`config.mk`:
```
export PLATFORM = sky130hd
export DESIGN_NAME = ps2_host_tx
export DESIGN_NICKNAME = d
export VERILOG_FILES = /design/src/rtl/ps2_pkg.sv /design/src/rtl/ps2_line_sync.sv /design/src/rtl/ps2_host_tx.sv
export SDC_FILE = /design/constraint.sdc
export NUM_CORES = 1
export LEC_CHECK = 0
export ABC_AREA = 1
export CORE_MARGIN = 4
export CORE_UTILIZATION = 35
export CTS_BUF_LIST = sky130_fd_sc_hd__clkbuf_16
export DETAILED_ROUTE_END_ITERATION = 12
export PLACE_DENSITY = 0.55
export SLEW_MARGIN = 20
export SYNTH_ARGS = -nofsm -noshare
export SYNTH_HDL_FRONTEND = slang
export SYNTH_SLANG_ARGS = --single-unit
```
`constraint.sdc`:
```
create_clock -name clk -period 2 [get_ports clk]
set_input_delay 0.2 -clock clk [delete_from_list [all_inputs] [get_ports clk]]
set_output_delay 0.2 -clock clk [all_outputs]
set_load 0.02 [all_outputs]
```
`src/rtl/ps2_pkg.sv`:
```
// Shared PS/2 definitions for the host transmitter and the receiver.
package ps2_pkg;

    localparam int unsigned FRAME_BITS         = 10;
    localparam int unsigned DEF_INHIBIT_CYCLES = 5000;
    localparam int unsigned DEF_TIMEOUT_CYCLES = 750000;
    localparam int unsigned DEF_FILTER_LEN     = 8;

    typedef enum logic [2:0] {
        IDLE,
        INHIBIT,
        REQ,
        BITS,
        ACK,
        WAIT_IDLE
    } ps2_state_t;

    // Host frame as shifted out LSB first: data, then odd parity, then stop.
    typedef struct packed {
        logic       stop;
        logic       parity;
        logic [7:0] data;
    } ps2_frame_t;

    function automatic ps2_frame_t build_frame(input logic [7:0] data);
        ps2_frame_t f;
        f.stop   = 1'b1;
        f.parity = ~^data;
        f.data   = data;
        return f;
    endfunction

endpackage

```
`src/rtl/ps2_line_sync.sv`:
```
// PS/2 line conditioner: 2-FF synchronizer, consecutive-sample glitch filter
// and a registered one-cycle strobe on each accepted 1->0 transition.
module ps2_line_sync #(
    parameter int unsigned FILTER_LEN = 8
) (
    input  logic clk,
    input  logic rst_n,
    input  logic line,
    output logic level,
    output logic fall
);

    localparam int unsigned CW = (FILTER_LEN > 1) ? $clog2(FILTER_LEN) : 1;

    logic          meta;
    logic          sync;
    logic [CW-1:0] cnt;

    // Idle bus level is high, so everything resets to the released state.
    always_ff @(posedge clk or negedge rst_n) begin
        if (!rst_n) begin
            meta  <= 1'b1;
            sync  <= 1'b1;
            cnt   <= '0;
            level <= 1'b1;
            fall  <= 1'b0;
        end else begin
            meta <= line;
            sync <= meta;
            fall <= 1'b0;
            if (sync == level) begin
                cnt <= '0;
            end else if (cnt == CW'(FILTER_LEN - 1)) begin
                cnt   <= '0;
                level <= sync;
                fall  <= level;
            end else begin
                cnt <= cnt + 1'b1;
            end
        end
    end

endmodule

```
`src/rtl/ps2_host_tx.sv`:
```
// Host-to-device PS/2 transmitter: inhibit, request-to-send, 8 data bits,
// odd parity, stop, device ACK check and inter-edge timeout.
module ps2_host_tx
    import ps2_pkg::*;
#(
    parameter int unsigned INHIBIT_CYCLES = DEF_INHIBIT_CYCLES,
    parameter int unsigned TIMEOUT_CYCLES = DEF_TIMEOUT_CYCLES,
    parameter int unsigned FILTER_LEN     = DEF_FILTER_LEN
) (
    input  logic       clk,
    input  logic       rst_n,
    input  logic [7:0] tx_data,
    input  logic       tx_valid,
    output logic       tx_ready,
    output logic       busy,
    output logic       done,
    output logic       ack_ok,
    output logic       err_timeout,
    input  logic       ps2_clk_i,
    input  logic       ps2_data_i,
    output logic       ps2_clk_oe,
    output logic       ps2_data_oe
);

    localparam int unsigned IW = (INHIBIT_CYCLES > 0) ? $clog2(INHIBIT_CYCLES + 1) : 1;
    localparam int unsigned TW = (TIMEOUT_CYCLES > 1) ? $clog2(TIMEOUT_CYCLES) : 1;

    logic                  clk_level;
    logic                  clk_fall;
    logic                  data_level;
    logic                  data_fall_unused;
    ps2_state_t            state;
    logic [FRAME_BITS-1:0] shreg;
    logic [3:0]            bit_cnt;
    logic [IW-1:0]         icnt;
    logic [TW-1:0]         tcnt;
    logic                  ack_seen;

    ps2_line_sync #(.FILTER_LEN(FILTER_LEN)) u_clk_sync (
        .clk   (clk),
        .rst_n (rst_n),
        .line  (ps2_clk_i),
        .level (clk_level),
        .fall  (clk_fall)
    );

    ps2_line_sync #(.FILTER_LEN(FILTER_LEN)) u_data_sync (
        .clk   (clk),
        .rst_n (rst_n),
        .line  (ps2_data_i),
        .level (data_level),
        .fall  (data_fall_unused)
    );

    always_ff @(posedge clk or negedge rst_n) begin
        if (!rst_n) begin
            state       <= IDLE;
            shreg       <= '0;
            bit_cnt     <= '0;
            icnt        <= '0;
            tcnt        <= '0;
            ack_seen    <= 1'b0;
            tx_ready    <= 1'b1;
            busy        <= 1'b0;
            done        <= 1'b0;
            ack_ok      <= 1'b0;
            err_timeout <= 1'b0;
            ps2_clk_oe  <= 1'b0;
            ps2_data_oe <= 1'b0;
        end else begin
            done        <= 1'b0;
            err_timeout <= 1'b0;
            case (state)
                IDLE: begin
                    if (tx_valid && tx_ready) begin
                        shreg      <= build_frame(tx_data);
                        bit_cnt    <= '0;
                        icnt       <= '0;
                        ack_seen   <= 1'b0;
                        ack_ok     <= 1'b0;
                        tx_ready   <= 1'b0;
                        busy       <= 1'b1;
                        ps2_clk_oe <= 1'b1;
                        state      <= INHIBIT;
                    end
                end

                // Last inhibit cycle overlaps the start bit with the clock still held.
                INHIBIT: begin
                    icnt <= icnt + 1'b1;
                    if (icnt == IW'(INHIBIT_CYCLES - 1)) begin
                        ps2_data_oe <= 1'b1;
                    end
                    if (icnt == IW'(INHIBIT_CYCLES)) begin
                        ps2_clk_oe <= 1'b0;
                        tcnt       <= '0;
                        state      <= REQ;
                    end
                end

                REQ, BITS, ACK, WAIT_IDLE: begin
                    if (clk_fall) begin
                        tcnt <= '0;
                    end else begin
                        tcnt <= tcnt + 1'b1;
                    end

                    // A device edge always takes priority over an expiring timeout.
                    if (clk_fall && state != WAIT_IDLE) begin
                        bit_cnt <= bit_cnt + 1'b1;
                        if (state == ACK) begin
                            ack_seen <= ~data_level;
                            state    <= WAIT_IDLE;
                        end else begin
                            ps2_data_oe <= ~shreg[0];
                            shreg       <= shreg >> 1;
                            state       <= (bit_cnt == 4'd9) ? ACK : BITS;
                        end
                    end else if (state == WAIT_IDLE && clk_level && data_level) begin
                        done     <= 1'b1;
                        ack_ok   <= ack_seen;
                        tx_ready <= 1'b1;
                        busy     <= 1'b0;
                        state    <= IDLE;
                    end else if (!clk_fall && tcnt == TW'(TIMEOUT_CYCLES - 1)) begin
                        ps2_clk_oe  <= 1'b0;
                        ps2_data_oe <= 1'b0;
                        err_timeout <= 1'b1;
                        tx_ready    <= 1'b1;
                        busy        <= 1'b0;
                        state       <= IDLE;
                    end
                end

                default: begin
                    ps2_clk_oe  <= 1'b0;
                    ps2_data_oe <= 1'b0;
                    tx_ready    <= 1'b1;
                    busy        <= 1'b0;
                    state       <= IDLE;
                end
            endcase
        end
    end

endmodule

```
Yosys cells after proc, flatten, opt, wreduce, memory -nomap -nowiden
Cells that the tools add are included.
Storage, ports and cells
  output and inout port bits: 7
  bits of input ports: 13
  bits in registers: 71
  logic and storage cells: 143
Cells by class
  bitwise operators: 6
  mux-type cells: 57
  equality and inequality tests: 29
  add/sub/neg operators: 5
  reductions and logical operators: 24
Operators by type and width (number)
  $mux 20: 2
  $pmux 20 s2: 1
  $mux 3: 11
  $mux 10: 3
  $mux 1: 27
  $eq 13x13->1 const B: 2
  $pmux 13 s2: 1
  $add 20x1->20 const B: 1
  $eq 20x20->1 const B: 1
  $ne 2x2->1 const B: 10
  $pmux 10 s2: 1
  $reduce_and 4->1: 4
  $ne 3x3->1 const B: 5
  $add 13x1->13 const B: 1
  $mux 13: 1
  $eq 3x3->1 const B: 4
  $pmux 1 s3: 4
  $reduce_and 5->1: 2
  $pmux 3 s3: 1
  $mux 4: 2
  $pmux 4 s2: 1
  $reduce_and 2->1: 4
  $reduce_xnor 8->1: 1
  $add 3x1->3 const B: 2
  other kinds (14): 29

Logic depth before layout (Yosys ltp)
Gate-level depths: netlist of run 1.
  depth after elaboration: 6
  mapped depth: 11
  mapped depth without buffers: 10

By module
A second synthesis of run 1 with hierarchy kept.
Unflattened totals
  cell total of the unflattened synthesis: 558
  area, all modules: 4045.1 µm²
By module, submodules not included
  ps2_host_tx: cells an instance 510, area each 3517.1 µm², times used 1
  ps2_line_sync: cells an instance 24, area each 264.0 µm², times used 2

Worst setup path after synthesis of run 1
No wires, ideal clock.
  path type: flip-flop to flip-flop
  start point: register tcnt[0]
  end point: register state[2]
  required time: 1.883 ns
  stages on the path, launching flop included: 11
  arrival: 1.397 ns
  path buffers: 0
  clock period less this slack: 1.513 ns
  path slack: 0.487 ns
  cell sequence: dfrtp_1 > ha_1 > nand2_1 > nor2_4 > inv_1 > nor2_1 > nand3_1 > nand3_1 > nand2_1 > nand2_1 > nand2_1
On the way
  word-level cells in the longest chain between the ends: 4
RTL lines
  start: declaration: RTL line ps2_host_tx.sv:36  | logic [TW-1:0] tcnt;
  start signal: assignment: RTL line ps2_host_tx.sv:105  | tcnt <= tcnt + 1'b1;
  $eq 20x20->1: RTL line ps2_host_tx.sv:125  | end else if (!clk_fall && tcnt == TW'(TIMEOUT_CYCLES - 1)) begin
  $logic_and 1x1->1: RTL line ps2_host_tx.sv:125
  $ne 4x4->1 (no line)
  $reduce_and 3->1 (no line)
  end signal: assignment: RTL line ps2_host_tx.sv:117  | state <= (bit_cnt == 4'd9) ? ACK : BITS;
  end: declaration: RTL line ps2_host_tx.sv:32  | ps2_state_t state;
Every way passes these cells.
A chain may end at the register's enable or synchronous reset.

Final worst setup path of run 1
  start point: register tcnt[0]
  end point: register state[1]
The elaborated chain is that of the path after synthesis.

==> flow_metrics.py, run 1 <==
metrics = {
    "cells_and_area": {
        "syn_to_final_growth_pct": 16.9,
        "drive_gt1_frac": 0.0995,
        "diodes": 0,
        "final_nets": 600,
        "fin_area_um2": 4720,
    },
    "timing": {
        "worstMarginPinSlew_ns": 0.433,
        "post-route-min-period_ns": 1.72,
        "grt_setup_unrepaired": "no",
        "finalMaxSlewViolations": 0,
        "setup_viol": 0,
        "hold_violations": 0,
        "slew_headroom": 0.710,
        "min_period_over_period": 0.859,
        "worst_slack_ns": 0.282,
        "clock_skew_ns": 0.00392,
        "final.setup.tns_ns": 0,
        "timing.fmax_mhz": 582,
    },
    "worst_setup_path": {
        "reg2reg_depth": 10,
        "start_kind": "register",
        "reg2reg_setup_slack_ns": 0.28,
        "crit_start": "tcnt[0]$_DFFE_PN0P_",
        "cp.required_ns": 2.23,
        "crit_path_end": "state[1]$_DFFE_PN0P_",
        "r2r_end": "state[1]$_DFFE_PN0P_",
        "reg2reg_from": "tcnt[0]$_DFFE_PN0P_",
        "setup.worst_path.end_class": "register",
        "path_class": "reg -> reg",
        "cp_data_arrival_time_ns": 1.94,
        "cp_max_fo": 7,
    },
    "routing": {
        "wl_per_cell_um": 12.3,
        "vias": 3463,
        "highest_layer": "met4",
        "first_iter_violations": 248,
        "routed_wirelength_um": 8920,
        "viasPerCell": 4.79,
        "wl_met3_um": 297,
        "drt-met1-wl_um": 4380,
        "postRouteAntennaNets": 0,
        "drt_pass1_iterations": 4,
        "drc": 0,
        "met2_length_um": 4120,
    },
    "pwr": {
        "pwr-share-clk": 0.284,
        "p_comb_frac": 0.341,
        "p_int_w": 0.00342,
        "switchingPower_w": 0.00203,
        "p_leak_nw": 2.22,
        "power_frac_seq": 0.375,
        "swShare": 0.372,
        "power_density_nw_per_um2": 1150,
        "irDropWorstVdd_mv": 0.788,
    },
    "clock_tree": {
        "path_clk_slew_ns": 0.05,
        "root_buffer": "clkbuf_16",
        "clkLatencyLatePin_ns": 0.33,
        "h-tree-depth": 3,
        "cts_sinks": 71,
        "cts_buffers": 9,
        "cts_tree": "built",
        "clk_path_buf_depth": 2,
    },
    "floorplan": {
        "coreArea_um2": 11100,
        "dieArea_um2": 13300,
        "ios": 20,
        "die_x_um": 115,
        "rows": 38,
        "die_y_um": 115,
        "start_util": 0.364,
    },
    "synthesis": {
        "synth-seq-cells": 71,
        "synth_cells": 547,
        "mappedNetlistArea_um2": 4030,
        "synth_top_family_by_area": "simple AND/OR/NAND/NOR gates",
        "avgSynthCellArea_um2": 7.37,
        "synthAdderAreaFrac": 0.0279,
        "syn-num-nets": 569,
        "synth_compound_area_frac": 0.0999,
        "synth_mux_area_frac": 0,
        "netlist.area_leader.share": 0.397,
        "yosys.area.top_type": "dfrtp_1",
        "synth_xor_area_frac": 0.0130,
        "synth_cell_type_count": 34,
        "synth-simple-area-share": 0.333,
        "synth_area_leaders": "dfrtp_1 (40%), nand2_1 (16%), nand3_1 (6.2%)",
        "ys_seq_area_frac": 0.443,
        "ys_warn_count": 0,
    },
    "placement": {
        "place_hpwl_um": 6500,
        "place_area_um2": 4420,
        "place_congestion": 0.830,
        "port_buffers": 19,
        "dp_worst_setup_slack_ns": 0.234,
    },
    "global_routing": {
        "grt_max_degree": 72,
        "overflow": 0,
        "grt.total_usage": 0.148,
        "antenna_found_initial": 0,
        "grt_pass1_wl_um": 15800,
        "grt_pass1_vias": 3356,
    },
    "job": {
        "maxCapViolCount": 0,
    },
    "worst_hold_path": {
        "hold_path.class": "in -> reg",
        "min_path_cells": 1,
    },
    "outcome": {
        "status": "complete, no violations",
    },
}
[synth_stat cells, drive strengths merged]
cell and n:
a31o 1, o32ai 1, ha 9, dfstp 7, xor2 3, o21ai 56
nand3 52, nand3b 2, xnor2 3, nor3 11, inv 70, dfrtp 64
nand4 17, buf 8, a21boi 1, or2 2, nor3b 1, clkbuf 3
a21oi 6, nor2 43, nand2 179, o22ai 3, o21bai 5
[layout by cell type (no fill, tap or decap), drive strengths merged, types with 4 or more instances in the layout]
| cell | Yosys | final |
|---|---|---|
| clkdlybuf4s50 | 0 | 18 |
| buf | 8 | 12 |
| clkbuf | 3 | 9 |
| ha | 9 | 9 |
| nand2 | 179 | 179 |
| dfrtp | 64 | 64 |
| nor2 | 43 | 43 |
| a21oi | 6 | 6 |
| inv | 70 | 70 |
| o21bai | 5 | 5 |
| o21ai | 56 | 56 |
| clkinv | 0 | 4 |
| nand4 | 17 | 17 |
| nor3 | 11 | 11 |
| nand3 | 52 | 52 |
| dfstp | 7 | 7 |
[stage by stage]
| stage | cells | total power, W | util | hold slack, ns |
|---|---|---|---|---|
| after floorplan | 547 | 0.00341 | - | -0.0956 |
| after global placement | 706 | 0.00390 | 0.399 | 0.258 |
| after detailed placement | 706 | 0.00394 | 0.399 | 0.261 |
| after CTS | 723 | 0.00553 | 0.426 | 0.253 |
| after global routing | 723 | 0.00589 | 0.426 | 0.260 |
| final | 723 | 0.00545 | 0.426 | 0.269 |
[flip-flops by register name, indices dropped and copies added, names as in the netlist, 3 cells and up]
signal and flops:
state 3, bit_cnt 4, tcnt 20, u_clk_sync.cnt 3, u_data_sync.cnt 3, shreg 10, icnt 13
[layer usage]
| metal | vias up | global-route usage |
|---|---|---|
| met5 | - | 0 |
| met4 | 0 | 0.0469 |
| met3 | 11 | 0.0405 |
| met2 | 40 | 0.234 |
| met1 | 1590 | 0.197 |
| li1 | 1822 | - |
[how the worst min path moves through the flow]
stage / start / to
after global routing: ps2_clk_i / u_clk_sync.meta$_DFF_PN1_
after CTS: ps2_clk_i / u_clk_sync.meta$_DFF_PN1_
after floorplan: rst_n / ack_ok$_DFFE_PN0P_
final: ps2_clk_i / u_clk_sync.meta$_DFF_PN1_
after detailed placement: rst_n / tcnt[13]$_DFFE_PN0P_
after global placement: rst_n / tcnt[13]$_DFFE_PN0P_
[power by group through the flow]
stage	clock network (W)	registers [W]	logic [W]
6_report	0.00155	0.00204	0.00186
5_1_grt	0.00166	0.00209	0.00214
4_1_cts	0.00161	0.00204	0.00189
3_5_place_dp	0	0.00206	0.00188
3_3_place_gp	0	0.00205	0.00184
2_1_floorplan	0	0.00204	0.00137
[worst max-delay path, stage by stage, from the launching register on]
cell and delay [ns]:
dfrtp_2 0.42, ha_1 0.18, nand2_1 0.10, nor2_4 0.17, inv_1 0.08, nor2_1 0.10
nand3_1 0.18, nand3_1 0.16, nand2_1 0.10, nand2_1 0.08, nand2_1 0.05
[timing repair]
action	CTS	global route
resized for setup	0	1
hold buffers	1	0
endpoints found under the setup margin	0	3
buffers inserted	0	0
hold endpoints to repair	64	0
[cell type report]
class | instances | area, um2
fillers | 1128 | 6360
multi-input cells | 395 | 1910
flip-flops and latches | 71 | 1790
repair buffers | 31 | 290
inverters | 70 | 263
clock buffers | 9 | 225
well taps | 140 | 175
clock inverters | 7 | 63.8
[cells by family (layout without fill, tap and decap cells)]
group	Yosys count	after routing
flip-flops	71	71
AO/OA/AOI/OAI	73	73
adder cells (fa/ha/maj)	9	9
buffers and inverters	81	117
AND/OR/NAND/NOR	307	307
XOR/XNOR	6	6
No activity file was read; power rests on OpenSTA's default activity.
==> inputs of run 2 (changes only) <==
--- a/config.mk
+++ b/config.mk
@@ -6,11 +6,15 @@
 export NUM_CORES = 1
 export LEC_CHECK = 0
 export ABC_AREA = 1
+export CAP_MARGIN = 20
+export CELL_PAD_IN_SITES_DETAIL_PLACEMENT = 2
+export CELL_PAD_IN_SITES_GLOBAL_PLACEMENT = 2
 export CORE_MARGIN = 4
 export CORE_UTILIZATION = 35
 export CTS_BUF_LIST = sky130_fd_sc_hd__clkbuf_16
+export CTS_CLUSTER_DIAMETER = 80
 export DETAILED_ROUTE_END_ITERATION = 12
-export PLACE_DENSITY = 0.55
+export PLACE_DENSITY = 0.83
 export SLEW_MARGIN = 20
 export SYNTH_ARGS = -nofsm -noshare
 export SYNTH_HDL_FRONTEND = slang
==> run 2 against run 1 <==
Fmax is 5.2% lower. Wire length is 46% higher. Combinational power is 11% higher.
==> flow_metrics.py, run 2 (synthesized netlist as in run 1, its figures left out) <==
metrics = {
    "outcome": {
        "status": "complete, no violations",
    },
    "routing": {
        "viasPerCell": 5.22,
        "postRouteAntennaNets": 0,
        "wl_per_cell_um": 17.9,
        "first_iter_violations": 102,
        "vias": 3787,
        "drt_pass1_iterations": 4,
        "routed_wirelength_um": 13000,
        "drc": 0,
    },
    "clock_tree": {
        "h-tree-depth": 3,
        "cts_sinks": 71,
        "clk_path_buf_depth": 2,
        "path_clk_slew_ns": 0.06,
        "clkLatencyLatePin_ns": 0.34,
        "cts_buffers": 9,
        "cts_tree": "built",
        "root_buffer": "clkbuf_16",
    },
    "floorplan": {
        "die_x_um": 115,
        "dieArea_um2": 13300,
        "ios": 20,
        "start_util": 0.364,
        "coreArea_um2": 11100,
        "rows": 38,
        "die_y_um": 115,
    },
    "pwr": {
        "irDropWorstVdd_mv": 0.528,
        "total_power_w": 0.00572,
        "p_comb_frac": 0.361,
        "power_frac_seq": 0.364,
        "p_int_w": 0.00342,
        "p_leak_nw": 2.24,
        "pwr-share-clk": 0.276,
        "power_density_nw_per_um2": 1210,
        "switchingPower_w": 0.00230,
        "swShare": 0.402,
    },
    "cells_and_area": {
        "fin_area_um2": 4730,
        "final_common_cell": "nand2_1",
        "final_nets": 602,
        "instances_no_fill": 725,
        "diodes": 0,
        "drive_gt1_frac": 0.103,
        "top_register": "tcnt",
        "final_cell_mix": "nand2_1 (175), inv_1 (67), dfrtp_1 (63), nand3_1 (49), o21ai_0 (47)",
        "largest_register_ffs": 20,
        "syn_to_final_growth_pct": 17.2,
        "largestRegisters": "tcnt: 20 flops, icnt: 13 flops, shreg: 10 flops",
    },
    "timing": {
        "grt_setup_unrepaired": "no",
        "post-route-min-period_ns": 1.81,
        "hold_violations": 0,
        "timing.fmax_mhz": 552,
        "slew_headroom": 0.721,
        "clock_skew_ns": 0.00835,
        "timing.hold.ws_ns": 0.274,
        "final.setup.tns_ns": 0,
        "worstMarginPinSlew_ns": 0.418,
        "min_period_over_period": 0.906,
        "finalMaxSlewViolations": 0,
        "setup_viol": 0,
    },
    "worst_setup_path": {
        "crit_top_cell": "nand2_1",
        "cp_cell_sequence": "ha_1 -> nand2_1 -> nor2_4 -> inv_1 -> nor2_1 -> nand3_2 -> nand3_1 -> nand2_1 -> nand2_1 -> nand2_1",
        "cp.required_ns": 2.23,
        "path_delay_family": "simple AND/OR/NAND/NOR gates",
        "path_class": "reg -> reg",
        "setup.worst_path.end_class": "register",
        "cp_data_arrival_time_ns": 2.04,
        "cp_max_fo": 7,
        "start_kind": "register",
        "cpPeakStageDelay_ns": 0.42,
        "path_buf_inv": 1,
        "critical_path.slowest_cell": "dfrtp_2",
    },
    "placement": {
        "port_buffers": 19,
        "place_hpwl_um": 9290,
        "place_congestion": 0.898,
        "dp.cells": 708,
        "place_area_um2": 4430,
    },
    "global_routing": {
        "grt_pass1_wl_um": 22300,
        "grt_pass1_vias": 4329,
        "grt_max_degree": 72,
        "antenna_found_initial": 0,
        "overflow": 0,
        "grt.total_usage": 0.215,
    },
    "worst_hold_path": {
        "hold_path.class": "in -> reg",
    },
    "job": {
        "maxCapViolCount": 0,
    },
}
==> run 2: changes by cell type in the layout (fill, tap and decap cells not counted), sizes merged <==
cell,delta
buf,+2
inv,+2
clkinvlp,-2
==> run 2: cell type report <==
class                           count  area (um2)
Clock buffer                        9         225
Clock inverter                      7        56.3
Fill cell                        1302        6350
Inverter                           70         263
Multi-Input combinational cell    395        1920
Sequential cell                    71        1790
Tap cell                          140         175
Timing Repair Buffer               33         305
==> run 2: per-layer routing <==
metal  global-route usage  share of wire  vias to the layer above
met5                    0              0                        -
met3               0.0395          0.020                       21
met2                0.393           0.53                       30
met4               0.0790          0.024                        0
met1                0.250           0.42                     1907
li1                     -              -                     1829
==> run 2: path summary, 6_finish.rpt <==
| kind | start | endpoint | slack (ns) | cells after the start |
|---|---|---|---|---|
| max reg2reg | tcnt[0]$_DFFE_PN0P_ | state[0]$_DFFE_PN0P_ | 0.19 | 10 |
| min in group asynchronous | rst_n | tcnt[7]$_DFFE_PN0P_ | 0.42 | 3 |
| min reg2reg | u_data_sync.meta$_DFF_PN1_ | u_data_sync.sync$_DFF_PN1_ | 0.36 | 0 |
| max in group asynchronous | rst_n | tx_ready$_DFFE_PN1P_ | 1.20 | 3 |
| min | ps2_data_i | u_data_sync.meta$_DFF_PN1_ | 0.27 | 1 |
| max | tcnt[0]$_DFFE_PN0P_ | state[0]$_DFFE_PN0P_ | 0.19 | 10 |
==> run 2: through the flow <==
step                utilization  setup WS (ns)
floorplan                     -          0.487
global placement          0.400          0.197
detailed placement        0.400         0.0527
CTS                       0.426         0.0512
global route              0.427         0.0322
finish                    0.427          0.187
==> run 2: timing repair <==
action                                 4_1_cts  5_1_grt
endpoints found under the hold margin       64        0
setup endpoints to repair                    0        5
setup buffers                                0        0
gates resized for setup                      0        4
hold buffers                                 1        0
==> run 2: power groups by stage <==
stage                     Sequential, W  Clock [W]  Combinational, W
after floorplan                 0.00204          0           0.00137
after global placement          0.00206          0           0.00188
after detailed placement        0.00209          0           0.00204
after CTS                       0.00208    0.00163           0.00211
after global routing            0.00213    0.00169           0.00235
final                           0.00208    0.00158           0.00206
==> inputs of run 3 (changes only) <==
--- a/config.mk
+++ b/config.mk
@@ -15,6 +15,7 @@
 export CTS_CLUSTER_DIAMETER = 80
 export DETAILED_ROUTE_END_ITERATION = 12
 export PLACE_DENSITY = 0.83
+export RECOVER_POWER = 50
 export SLEW_MARGIN = 20
 export SYNTH_ARGS = -nofsm -noshare
 export SYNTH_HDL_FRONTEND = slang
==> run 3 against run 2 <==
Cell count did not move. Utilization fell by 0.11 points. Clock-buffer cell count did not move. Design area fell by 0.26%. Largest power group unchanged. Fmax barely moved. Sequential cell count did not move. Sequential share of layout area rose by 0.10 points. Worst hold slack improved by 0.086 ns. Die area did not move. Via count did not move. Critical endpoint unchanged.
==> flow_metrics.py, run 3 (synthesized netlist as in run 1, its figures left out) <==
metrics = {
    "global_routing": {
        "grt_pass1_wl_um": 22300,
        "grt.total_usage": 0.215,
        "overflow": 0,
        "grt_max_degree": 72,
        "antenna_found_initial": 0,
        "grt_pass1_vias": 4329,
    },
    "clock_tree": {
        "clkLatencyLatePin_ns": 0.34,
        "root_buffer": "clkbuf_16",
        "cts_sinks": 71,
        "cts_buffers": 9,
        "clk_path_buf_depth": 2,
        "h-tree-depth": 3,
        "cts_tree": "built",
        "path_clk_slew_ns": 0.06,
    },
    "pwr": {
        "power_density_nw_per_um2": 1210,
        "p_int_w": 0.00342,
        "power_frac_seq": 0.364,
        "total_power_w": 0.00572,
        "pwr-share-clk": 0.276,
        "switchingPower_w": 0.00230,
        "p_comb_frac": 0.360,
        "irDropWorstVdd_mv": 0.528,
        "p_leak_nw": 2.24,
        "swShare": 0.402,
    },
    "cells_and_area": {
        "final_common_cell": "nand2_1",
        "largest_register_ffs": 20,
        "syn_to_final_growth_pct": 16.9,
        "final_nets": 602,
        "drive_gt1_frac": 0.103,
        "final_cell_mix": "nand2_1 (175), inv_1 (67), dfrtp_1 (63), nand3_1 (49), o21ai_0 (47)",
        "top_register": "tcnt",
        "largestRegisters": "tcnt: 20 flops, icnt: 13 flops, shreg: 10 flops",
        "diodes": 0,
    },
    "worst_setup_path": {
        "crit_start": "tcnt[0]$_DFFE_PN0P_",
        "setup.worst_path.end_class": "register",
        "start_kind": "register",
        "r2r_end": "state[0]$_DFFE_PN0P_",
        "reg2reg_from": "tcnt[0]$_DFFE_PN0P_",
        "crit_path_end": "state[0]$_DFFE_PN0P_",
        "cp_data_arrival_time_ns": 2.04,
        "reg2reg_setup_slack_ns": 0.19,
        "cp.required_ns": 2.23,
        "cp_max_fo": 7,
        "reg2reg_depth": 10,
        "path_class": "reg -> reg",
    },
    "floorplan": {
        "die_y_um": 115,
        "start_util": 0.364,
        "coreArea_um2": 11100,
        "ios": 20,
        "die_x_um": 115,
        "dieArea_um2": 13300,
        "rows": 38,
    },
    "placement": {
        "port_buffers": 19,
        "place_congestion": 0.898,
        "place_hpwl_um": 9290,
    },
    "timing": {
        "timing.fmax_mhz": 552,
        "finalMaxSlewViolations": 0,
        "hold_violations": 0,
        "clock_skew_ns": 0.00835,
        "min_period_over_period": 0.906,
        "post-route-min-period_ns": 1.81,
        "setup_viol": 0,
        "grt_setup_unrepaired": "no",
        "slew_headroom": 0.309,
        "final.setup.tns_ns": 0,
        "worstMarginPinSlew_ns": 1.04,
    },
    "worst_hold_path": {
        "hold_path.class": "reg -> reg",
        "min_path_cells": 0,
    },
    "routing": {
        "vias": 3787,
        "postRouteAntennaNets": 0,
        "viasPerCell": 5.22,
        "routed_wirelength_um": 13000,
        "drc": 0,
        "first_iter_violations": 100,
        "wl_per_cell_um": 17.9,
        "drt_pass1_iterations": 4,
    },
    "job": {
        "maxCapViolCount": 0,
    },
    "outcome": {
        "status": "complete, no violations",
    },
}
[run 3: cell types whose count changed in the layout (fill, tap and decap cells not counted)]
cell             previous run  this run
buf_12                      1         0
clkbuf_4                    0         1
clkdlybuf4s50_1            18        16
dlygate4sd3_1               1         3
[run 3: worst max-delay path, cell delays in order, from the launching register on]
cell and delay (ns):
dfrtp_2 0.42, ha_1 0.18, nand2_1 0.11, nor2_4 0.12
inv_1 0.08, nor2_1 0.13, nand3_2 0.19, nand3_1 0.17
nand2_1 0.12, nand2_1 0.11, nand2_1 0.07
[run 3: routing by layer]
metal | vias up | track usage | routed length, um
met1 | 1907 | 0.250 | 5490
li1 | 1829 | - | -
met5 | - | 0 | 0
met3 | 21 | 0.0395 | 263
met2 | 30 | 0.393 | 6950
met4 | 0 | 0.0790 | 311
[run 3: per-stage QoR]
step	instances	hold WS [ns]	setup slack, ns	instance area, um2	utilization
3_3_place_gp	708	0.265	0.197	4430	0.400
2_1_floorplan	547	-0.0956	0.487	4030	-
3_5_place_dp	708	0.264	0.0527	4430	0.400
4_1_cts	725	0.260	0.0512	4720	0.426
5_1_grt	725	0.360	0.0322	4720	0.426
6_report	725	0.359	0.187	4720	0.426
[run 3: layout make-up]
class                   count  area, um2
fillers                  1303       6360
multi-input cells         395       1920
flip-flops and latches     71       1790
repair buffers             33        293
inverters                  70        263
clock buffers               9        225
well taps                 140        175
clock inverters             7       56.3
[run 3: how the worst min path moves through the flow]
| stage | startpoint | to | slack (ns) |
|---|---|---|---|
| 3_3_place_gp | rst_n | tcnt[2]$_DFFE_PN0P_ | 0.26 |
| 4_1_cts | ps2_data_i | u_data_sync.meta$_DFF_PN1_ | 0.26 |
| 2_1_floorplan | rst_n | ack_ok$_DFFE_PN0P_ | -0.1 |
| 3_5_place_dp | rst_n | tcnt[2]$_DFFE_PN0P_ | 0.26 |
| 5_1_grt | u_data_sync.meta$_DFF_PN1_ | u_data_sync.sync$_DFF_PN1_ | 0.36 |
| 6_report | u_data_sync.meta$_DFF_PN1_ | u_data_sync.sync$_DFF_PN1_ | 0.36 |
[run 3: power groups by stage]
| stage | registers [W] | clock network, W | logic, W |
|---|---|---|---|
| floorplan | 0.00204 | 0 | 0.00137 |
| global placement | 0.00206 | 0 | 0.00188 |
| detailed placement | 0.00209 | 0 | 0.00204 |
| CTS | 0.00208 | 0.00163 | 0.00211 |
| global route | 0.00213 | 0.00169 | 0.00235 |
| finish | 0.00208 | 0.00158 | 0.00206 |
[run 3: timing repair]
action	CTS	global route
endpoints found under the setup margin	0	5
hold endpoints to repair	64	0
hold buffers	1	0
gates resized for setup	0	4
setup buffers	0	0
